## src/rtl/mem_arb_pkg.sv

```systemverilog
// Shared definitions for the two-port RAM arbiter: state encoding, port IDs and default widths.

package mem_arb_pkg;

   typedef enum logic [1:0] {
      IDLE     = 2'd0,
      ISSUE    = 2'd1,
      COMPLETE = 2'd2
   } arb_state_e;

   localparam logic PORT_CPU = 1'b0;
   localparam logic PORT_DBG = 1'b1;

   localparam int unsigned ADDR_W_DEF = 9;
   localparam int unsigned DATA_W_DEF = 32;

endpackage

```

## src/rtl/mem_port_arbiter.sv

```systemverilog
// Single-port RAM arbiter between the CPU memory interface and the debug/program loader.
// Define ARB_ROUND_ROBIN_EN for round-robin tie-breaking; otherwise the CPU always wins ties.

module mem_port_arbiter
   import mem_arb_pkg::*;
#(
   parameter int unsigned ADDR_W = ADDR_W_DEF,
   parameter int unsigned DATA_W = DATA_W_DEF
) (
   input  logic              Clock,
   input  logic              Reset,
   input  logic              CPU_Req,
   input  logic              CPU_Write,
   input  logic [ADDR_W-1:0] CPU_Addr,
   input  logic [DATA_W-1:0] CPU_WData,
   output logic              CPU_Ack,
   output logic [DATA_W-1:0] CPU_RData,
   input  logic              DBG_Req,
   input  logic              DBG_Write,
   input  logic [ADDR_W-1:0] DBG_Addr,
   input  logic [DATA_W-1:0] DBG_WData,
   output logic              DBG_Ack,
   output logic [DATA_W-1:0] DBG_RData,
   output logic              Mem_Read,
   output logic              Mem_Write,
   output logic [ADDR_W-1:0] Mem_Addr,
   output logic [DATA_W-1:0] Mem_WData,
   input  logic [DATA_W-1:0] Mem_RData,
   output logic              Busy,
   output logic              Grant_DBG
);

   arb_state_e        state_q, state_d;
   logic              grant_q, grant_d;
   logic              lat_write_q, lat_write_d;
   logic [ADDR_W-1:0] lat_addr_q, lat_addr_d;
   logic [DATA_W-1:0] lat_wdata_q, lat_wdata_d;
   logic [DATA_W-1:0] cpu_rdata_q, cpu_rdata_d;
   logic [DATA_W-1:0] dbg_rdata_q, dbg_rdata_d;
   logic              any_req;
   logic              winner;

   assign any_req = CPU_Req | DBG_Req;

`ifdef ARB_ROUND_ROBIN_EN
   logic last_q, last_d;

   // Ties go to the port not granted last; reset to DBG so the first tie favours the CPU.
   always_comb begin
      if (CPU_Req && DBG_Req) begin
         winner = ~last_q;
      end else begin
         winner = DBG_Req ? PORT_DBG : PORT_CPU;
      end
      last_d = (state_q == IDLE && any_req) ? winner : last_q;
   end

   always_ff @(posedge Clock or posedge Reset) begin
      if (Reset) begin
         last_q <= PORT_DBG;
      end else begin
         last_q <= last_d;
      end
   end
`else
   always_comb begin
      winner = CPU_Req ? PORT_CPU : PORT_DBG;
   end
`endif

   always_comb begin
      state_d     = state_q;
      grant_d     = grant_q;
      lat_write_d = lat_write_q;
      lat_addr_d  = lat_addr_q;
      lat_wdata_d = lat_wdata_q;
      cpu_rdata_d = cpu_rdata_q;
      dbg_rdata_d = dbg_rdata_q;
      case (state_q)
         IDLE: begin
            if (any_req) begin
               grant_d     = winner;
               lat_write_d = (winner == PORT_DBG) ? DBG_Write : CPU_Write;
               lat_addr_d  = (winner == PORT_DBG) ? DBG_Addr  : CPU_Addr;
               lat_wdata_d = (winner == PORT_DBG) ? DBG_WData : CPU_WData;
               state_d     = ISSUE;
            end
         end
         ISSUE: begin
            state_d = COMPLETE;
         end
         COMPLETE: begin
            if (!lat_write_q) begin
               if (grant_q == PORT_DBG) begin
                  dbg_rdata_d = Mem_RData;
               end else begin
                  cpu_rdata_d = Mem_RData;
               end
            end
            state_d = IDLE;
         end
         default: begin
            state_d = IDLE;
         end
      endcase
   end

   always_ff @(posedge Clock or posedge Reset) begin
      if (Reset) begin
         state_q     <= IDLE;
         grant_q     <= PORT_CPU;
         lat_write_q <= 1'b0;
         lat_addr_q  <= '0;
         lat_wdata_q <= '0;
         cpu_rdata_q <= '0;
         dbg_rdata_q <= '0;
      end else begin
         state_q     <= state_d;
         grant_q     <= grant_d;
         lat_write_q <= lat_write_d;
         lat_addr_q  <= lat_addr_d;
         lat_wdata_q <= lat_wdata_d;
         cpu_rdata_q <= cpu_rdata_d;
         dbg_rdata_q <= dbg_rdata_d;
      end
   end

   assign Busy      = (state_q != IDLE);
   assign Grant_DBG = grant_q;
   assign Mem_Read  = (state_q == ISSUE) && !lat_write_q;
   assign Mem_Write = (state_q == ISSUE) &&  lat_write_q;
   assign Mem_Addr  = lat_addr_q;
   assign Mem_WData = lat_wdata_q;
   assign CPU_Ack   = (state_q == COMPLETE) && (grant_q == PORT_CPU);
   assign DBG_Ack   = (state_q == COMPLETE) && (grant_q == PORT_DBG);

   // RAM data arrives during the Ack cycle; forward it so RData is valid alongside Ack.
   assign CPU_RData = (CPU_Ack && !lat_write_q) ? Mem_RData : cpu_rdata_q;
   assign DBG_RData = (DBG_Ack && !lat_write_q) ? Mem_RData : dbg_rdata_q;

endmodule

```

## config.mk

```make
export PLATFORM = sky130hd
export DESIGN_NAME = mem_port_arbiter
export DESIGN_NICKNAME = d
export VERILOG_FILES = /design/src/rtl/mem_arb_pkg.sv /design/src/rtl/mem_port_arbiter.sv
export SDC_FILE = /design/constraint.sdc
export NUM_CORES = 1
export LEC_CHECK = 0
export CORE_MARGIN = 5
export CORE_UTILIZATION = 35
export DETAILED_ROUTE_END_ITERATION = 6
export PLACE_DENSITY = 0.68
export RECOVER_POWER = 100
export SLEW_MARGIN = 20
export SYNTH_ARGS = -nofsm -noshare
export SYNTH_HDL_FRONTEND = slang
export SYNTH_SLANG_ARGS = --single-unit
export TNS_END_PERCENT = 50
```

## constraint.sdc

```tcl
create_clock -name Clock -period 5.45 [get_ports Clock]
set_clock_uncertainty 0.05 [all_clocks]
set_input_delay 0.545 -clock Clock [delete_from_list [all_inputs] [get_ports Clock]]
set_output_delay 0.545 -clock Clock [all_outputs]
set_load 0.02 [all_outputs]
```

After elaboration in Yosys (flattened, before gate mapping)
Index checks and enable logic that the tools add are counted.
{ "word_totals": {"inputBits": 120, "register_bits": 109, "out_inout_bits": 111} }
{ "classes": {"n_reduce_logical": 12, "bitwise_logic": 3, "n_mux": 8, "n_eq_ne": 3} }
{ "op_table": {"columns": ["cell", "n"], "rows": [
  ["$mux 32", 3],
  ["$mux 9", 1],
  ["$logic_and 1x1->1", 6],
  ["$reduce_and 3->1", 2],
  ["$pmux 2 s2", 1],
  ["$eq 2x1->1 const B", 1],
  ["$eq 2x2->1 const B", 1],
  ["$logic_not 2->1", 1],
  ["$mux 1", 2],
  ["$mux 2", 1],
  ["$ne 2x2->1 const B", 1],
  ["$not 1->1", 2],
  ["$reduce_and 2->1", 1],
  ["$reduce_bool 2->1", 1],
  ["$logic_not 1->1", 1],
  ["$or 1x1->1", 1]
]} }

Longest topological paths before layout
Gate-level depths: netlist (run 1).
{ "logic_depth": {"depth_word": 4, "depth_mapped": 5, "depth_no_buf": 3} }

Worst setup path after synthesis (run 1)
Ideal clock, no wire load.
{ "synth_path": {"path_kind": "reg-to-output", "from": "register grant_q (netlist: Grant_DBG)", "to": "output port DBG_RData[17]", "stages_incl_launch_ff": 6, "n_path_buf": 2, "slack_ns": 3.148, "t_arrival_ns": 1.707, "required_ns": 4.855, "cell_sequence": "dfrtp_1 and3b_1 and2b_1 buf_6 buf_6 mux2_1"} }
{ "synth_via": {"elab_chain_cells": 3} }
{ "synth_lines": {"columns": ["item", "line", "text"], "rows": [
  ["start, declared", "mem_port_arbiter.sv:34", "logic grant_q, grant_d;"],
  ["start signal, assigned", "mem_port_arbiter.sv:119", "grant_q <= grant_d;"],
  ["$logic_and 1x1->1", "mem_port_arbiter.sv:135", "assign DBG_Ack = (state_q == COMPLETE) && (grant_q == PORT_DBG);"],
  ["named net DBG_Ack", "mem_port_arbiter.sv:22", "output logic DBG_Ack,"],
  ["$logic_and 1x1->1", "mem_port_arbiter.sv:139", "assign DBG_RData = (DBG_Ack && !lat_write_q) ? Mem_RData : dbg_rdata_q;"],
  ["$mux 32", "mem_port_arbiter.sv:139", null],
  ["end, declared", "mem_port_arbiter.sv:23", "output logic [DATA_W-1:0] DBG_RData,"]
]} }
The timed path passes the listed nets, and every way through them passes these cells.

Worst setup path in the final report (run 1)
{ "layout_path": {"from": "register state_q[0]", "to": "output port DBG_RData[26]"} }
{ "layout_via": {"elab_chain_cells": 4} }
{ "layout_lines": {"columns": ["item", "line", "text"], "rows": [
  ["start, declared", "mem_port_arbiter.sv:33", "arb_state_e state_q, state_d;"],
  ["start signal, assigned", "mem_port_arbiter.sv:118", "state_q <= state_d;"],
  ["$eq 2x2->1", "mem_port_arbiter.sv:135", null],
  ["$logic_and 1x1->1", "mem_port_arbiter.sv:135", null],
  ["$logic_and 1x1->1", "mem_port_arbiter.sv:139", null],
  ["$mux 32", "mem_port_arbiter.sv:139", null]
]} }
No other way between the ends.

==> impl_metrics.csv, run 1 <==
group,metric,value,unit
global_routing,busiest_layer,"met2",
global_routing,grt_max_degree,75,
clock_tree,cts_hold_buf,0,
worst_hold_path,holdPathEnd,"cpu_rdata_q[22]$_DFFE_PP0P_",
route,wl,13290,um
floorplan,fp.dieH,134.2,um
logic_synthesis,syn_inst,358,
route,antenna_left,0,
clock_tree,path_clk_slew,0.07,ns
layout,nets,700,
worst_hold_path,hp-start,"cpu_rdata_q[22]$_DFFE_PP0P_",
pwr,leakage,3.297,nW
worst_setup_path,reg2reg_to,"dbg_rdata_q[26]$_DFFE_PP0P_",
sta,slew_headroom,-117.8,%
route,viasPerCell,4.771,
floorplan,fp.dieArea,18000,um2
global_routing,gr-usage-met3,5.851,%
sta,clock.fmax,230.4,MHz
logic_synthesis,synth_area_leaders,"dfrtp_1 (51%), mux2_2 (41%), mux2_1 (3.1%)",
sta,whs,0.4357,ns
logic_synthesis,syn_nets,478,
global_routing,grt_pass1_vias,3977,
global_routing,overflow,0,
sta,worstMarginPinSlew,3.250,ns
sta,hold_viol_final,0,
logic_synthesis,yosysWarnings,0,
floorplan,coreArea,15150,um2
worst_setup_path,crit_chain,"and3b_1, and2b_1, clkbuf_1, mux2_2, dlygate4sd3_1",
place,dp_hpwl,10030,um
global_routing,gr-usage-met1,18.06,%
worst_setup_path,r2r_cells,4,
place,dp_slack,2.200,ns
global_routing,grt_usage,14.82,%
clock_tree,clk_latency,0.35,ns
logic_synthesis,yosysSeqAreaShare,50.54,%
sta,setup_tns,0,ns
floorplan,ios,231,
worst_setup_path,cp_max_fo,33,
outcome,outcome,"finished with violations",
route,drt_first_pass_iters,3,
global_routing,grt.met2_usage,23.85,%
route,drc,0,
route,vias,3688,
worst_setup_path,cp-start-kind,"register",
logic_synthesis,synth-seq-cells,109,
pwr,peakVddDrop,303.8,uV
sta,fin_crit,4.340,ns
worst_hold_path,hp-class,"register to register",
worst_setup_path,critPathArrivalTime,3.75,ns
worst_hold_path,hold_depth,1,
logic_synthesis,synth_cell_types,17,
worst_setup_path,path_class,"register to output pin",
worst_setup_path,required,4.86,ns
floorplan,rows,45,
floorplan,initial_core_util,35.63,%
logic_synthesis,netlist_area,5396,um2
clock_tree,cts_root_buf,"clkbuf_16",
place,port_buffers,230,
route,drt_iter0_markers,94,
pwr,p_per_area,564.2,nW/um2
route,wire_per_inst,17.19,um
sta,rsz0062_at_grt,"no",
clock_tree,cts_inserted_buffers,9,
clock_tree,clockBufferDepth,2,
worst_setup_path,rr_startpoint,"state_q[0]$_DFFE_PP0P_",
sta,final.setup.worst_slack,1.110,ns
sta,finalCritPeriodShare,79.64,%
global_routing,grt_first_pass_wirelength,21240,um
clock_tree,cts_setup_buffers,0,
worst_setup_path,endpoint_kind,"output pin",
flow_run,drv_cap,3,
clock_tree,cts_resized,0,
place,gp_congestion,0.7169,
worst_setup_path,worst_path_max_delay_cell,"and2b_1",
floorplan,die_x,134.2,um
layout,drive_gt1_share,37.09,%
outcome,violations,"capacitance limit, slew limit",
clock_tree,htree_levels,3,
logic_synthesis,postSynthAreaPerCell,15.07,um2
logic_synthesis,synth_top_area_share,50.54,%
logic_synthesis,yosysTopAreaCell,"dfrtp_1",
worst_setup_path,reg2reg_slack,2.54,ns
sta,maxSlewViolCount,164,
global_routing,antenna_found_initial,0,
sta,setup_viol,0,
layout,diodes,0,
layout,fillers,1307,
layout,area_growth,48.85,%
clock_tree,cts_tree,"done",
clock_tree,clock_sinks,109,
worst_setup_path,slowest_delay,1.07,ns
## flip-flops by register name, summed over array words and instances, names as in the netlist
| name | cells |
|---|---|
| Grant_DBG | 1 |
| Mem_Addr | 9 |
| Mem_WData | 32 |
| cpu_rdata_q | 32 |
| dbg_rdata_q | 32 |
| lat_write_q | 1 |
| state_q | 2 |
## kinds of logic after synthesis
| family | Yosys count | synth area share, % |
|---|---|---|
| muxes | 212 | 44.24 |
| DFF | 109 | 50.54 |
| buffers and inverters | 25 | 3.687 |
| and+or+nand+nor | 9 | 1.206 |
| AOI/OAI and AO/OA | 3 | 0.3247 |
## metal layers
layer / routed length [um] / vias up
met2: 6230 / 150
met3: 1305 / 14
met4: 183 / 0
met1: 5566 / 1786
met5: 0 / -
li1: - / 1738
## cells in the final DEF, fill, tap and decap left out, types with 2 or more instances in the layout
master,synthesis,layout
mux2_2,197,197
clkdlybuf4s50_1,0,119
dlygate4sd3_1,0,110
dfrtp_1,109,109
mux2_1,15,15
clkbuf_16,0,9
inv_6,0,3
clkinv_4,0,3
nor2_1,2,2
nor2b_1,2,2
a21oi_1,2,2
clkbuf_1,3,2
buf_4,0,2
## cell usage after synthesis
cell	instances
mux2_2	197
dfrtp_1	109
mux2_1	15
buf_6	13
buf_2	6
clkbuf_1	3
a21oi_1	2
inv_1	2
nor2_1	2
nor2b_1	2
and2_1	1
and2b_1	1
and3b_1	1
buf_1	1
nand2b_1	1
nor3_4	1
o21a_1	1
## metrics by stage
stage,std cells,power (mW),util (%),area (um2)
after floorplan,358,2.959,-,5396
after global placement,757,4.085,51.32,7772
after detailed placement,757,4.131,51.32,7772
after CTS,773,4.790,53.18,8055
after global routing,773,4.802,53.04,8033
final,773,4.532,53.04,8033
## worst max path at each step
stage                                  endpoint              startpoint  slack [ns]  depth (start not counted)
after floorplan           Grant_DBG$_DFFE_PP0P_                   Reset        1.98                          1
after global placement            DBG_RData[14]   Grant_DBG$_DFFE_PP0P_        2.29                          5
after CTS                         DBG_RData[13]   Grant_DBG$_DFFE_PP0P_        1.79                          5
after detailed placement          DBG_RData[14]   Grant_DBG$_DFFE_PP0P_        2.20                          5
final                             DBG_RData[26]  state_q[0]$_DFFE_PP0P_        1.11                          5
after global routing              DBG_RData[26]  state_q[0]$_DFFE_PP0P_        0.84                          5
## power breakdown
part	switching, mW	internal, mW
clock network	0.313	0.317
registers	0.194	1.22
logic	1.18	1.31
## layout make-up
cell class              count  area [um2]  area share (%)
repair buffers            234        2320           28.88
well taps                 188       235.2           2.928
clock inverters             7       57.56          0.7165
flip-flops and latches    109        2728           33.96
inverters                   2       8.758          0.1090
clock buffers               9       225.2           2.804
multi-input cells         224        2459           30.61
## critical path, delay by kind of cell (launching register included)
family | cells | cell delay [ns]
buffers and inverters | 2 | 1.27
muxes | 1 | 0.41
and+or+nand+nor | 2 | 1.30
DFF | 1 | 0.40
(Power assumes the default switching activity.)
==> run 2, diff against run 1 <==
==> constraint.sdc (replaced) <==
create_clock -name Clock -period 4.4 [get_ports Clock]
set_clock_uncertainty 0.05 [all_clocks]
set_input_delay 0.44 -clock Clock [delete_from_list [all_inputs] [get_ports Clock]]
set_output_delay 0.44 -clock Clock [all_outputs]
set_load 0.02 [all_outputs]
==> impl_metrics.csv, run 2 (same netlist as run 1, synthesis figures left out) <==
group,metric,value,unit
outcome,outcome,"finished with violations",
outcome,violations,"capacitance limit, slew limit",
global_routing,grt.met2_usage,24.64,%
sta,fin_crit,3.342,ns
worst_setup_path,critPathArrivalTime,2.85,ns
clock_tree,cts_setup_buffers,0,
place,placed_area,7780,um2
sta,final.setup.worst_slack,1.058,ns
pwr,clkPwrFrac,15.2,%
sta,rsz0062_at_grt,"no",
clock_tree,cts_root_buf,"clkbuf_16",
floorplan,coreArea,15150,um2
worst_setup_path,required,3.91,ns
layout,area_growth,50.01,%
place,port_buffers,230,
place,dp_slack,1.486,ns
worst_hold_path,hp-class,"register to register",
clock_tree,htree_levels,3,
floorplan,die_x,134.2,um
clock_tree,clockBufferDepth,2,
route,viasPerCell,4.736,
sta,slew_headroom,-82.03,%
sta,worstMarginPinSlew,2.716,ns
route,drc,0,
floorplan,fp.dieH,134.2,um
global_routing,grt_max_degree,65,
layout,final_common_cell,"mux2_2",
sta,maxSlewViolCount,106,
pwr,leakage,3.324,nW
route,antenna_left,0,
route,drt_first_pass_iters,3,
clock_tree,cts_resized,0,
layout,drive_gt1_share,37.88,%
layout,diodes,0,
floorplan,fp.dieArea,18000,um2
global_routing,grt_pass1_vias,4180,
pwr,pwr-share-comb,53.9,%
global_routing,grt_usage,15.16,%
clock_tree,cts_tree,"done",
global_routing,gr-usage-met3,6.152,%
clock_tree,clk_latency,0.33,ns
clock_tree,clock_sinks,109,
route,vias,3666,
route,wire_per_inst,17.25,um
sta,setup_viol,0,
pwr,internal_power,3.635,mW
place,gp_congestion,0.7215,
route,wl,13350,um
sta,clock.fmax,299.2,MHz
pwr,peakVddDrop,376.4,uV
global_routing,overflow,0,
layout,final_cell_mix,"mux2_2 (197), clkdlybuf4s50_1 (117), dlygate4sd3_1 (112), dfrtp_1 (109), mux2_1 (15)",
global_routing,grt_first_pass_wirelength,21900,um
sta,finalCritPeriodShare,75.96,%
sta,whs,0.4374,ns
pwr,switchingPower,2.067,mW
sta,hold_viol_final,0,
sta,setup_tns,0,ns
route,drt_iter0_markers,80,
worst_setup_path,cp_max_fo,64,
clock_tree,cts_inserted_buffers,9,
clock_tree,path_clk_slew,0.07,ns
flow_run,drv_cap,2,
pwr,p_per_area,704.4,nW/um2
layout,nets,701,
layout,fin_area,8095,um2
worst_setup_path,path_class,"register to output pin",
global_routing,gr-usage-met1,18.73,%
floorplan,rows,45,
floorplan,ios,231,
floorplan,initial_core_util,35.63,%
global_routing,busiest_layer,"met2",
clock_tree,cts_hold_buf,0,
layout,finish.utilization,53.45,%
place,dp_hpwl,10060,um
pwr,switching_share,36.25,%
layout,fillers,1308,
worst_setup_path,cp-start-kind,"register",
worst_setup_path,endpoint_kind,"output pin",
pwr,seqPwrFrac,30.9,%
global_routing,antenna_found_initial,0,
-- run 2: worst max-delay path, stage by stage, from the launching register on --
cell	delay [ns]
dfrtp_1	0.44
and3b_1	0.19
and2b_2	0.14
buf_4	0.61
mux2_2	0.41
dlygate4sd3_1	0.65
-- run 2: final timing paths --
kind	startpoint	to	slack, ns	cells after the start
worst max-delay path	Grant_DBG$_DFFE_PP0P_	DBG_RData[4]	1.06	5
worst min register to register	cpu_rdata_q[22]$_DFFE_PP0P_	cpu_rdata_q[22]$_DFFE_PP0P_	0.44	1
worst max register to register	state_q[0]$_DFFE_PP0P_	Mem_WData[17]$_DFFE_PP0P_	1.74	3
worst min-delay path	cpu_rdata_q[22]$_DFFE_PP0P_	cpu_rdata_q[22]$_DFFE_PP0P_	0.44	1
max in group asynchronous	Reset	state_q[0]$_DFFE_PP0P_	1.46	3
min in group asynchronous	Reset	Mem_WData[16]$_DFFE_PP0P_	1.27	2
-- run 2: cell type report --
type	instances	area [um2]	area share (%)
inverters	2	8.758	0.1082
clock buffers	9	225.2	2.782
flip-flops and latches	109	2728	33.69
multi-input cells	224	2471	30.53
clock inverters	7	97.59	1.206
repair buffers	235	2330	28.78
well taps	188	235.2	2.906
-- run 2: power by group through the flow --
stage | clock network (mW) | registers (mW) | logic, mW
2_1_floorplan | 0 | 1.98 | 1.69
3_3_place_gp | 0 | 1.77 | 3.29
3_5_place_dp | 0 | 1.80 | 3.33
4_1_cts | 0.902 | 1.78 | 3.34
5_1_grt | 0.935 | 1.84 | 3.29
6_report | 0.864 | 1.76 | 3.07
-- run 2: routing by layer --
layer  vias up  part of all wire (%)
li1       1741                     -
met1      1772                    41
met2       146                    48
met3         7                   9.9
met4         0                  0.75
met5         -                     0
-- run 2: per-stage QoR --
stage	instances	power, mW
after detailed placement	758	5.121
after global placement	758	5.061
after CTS	774	6.024
after floorplan	358	3.666
final	774	5.702
after global routing	774	6.061
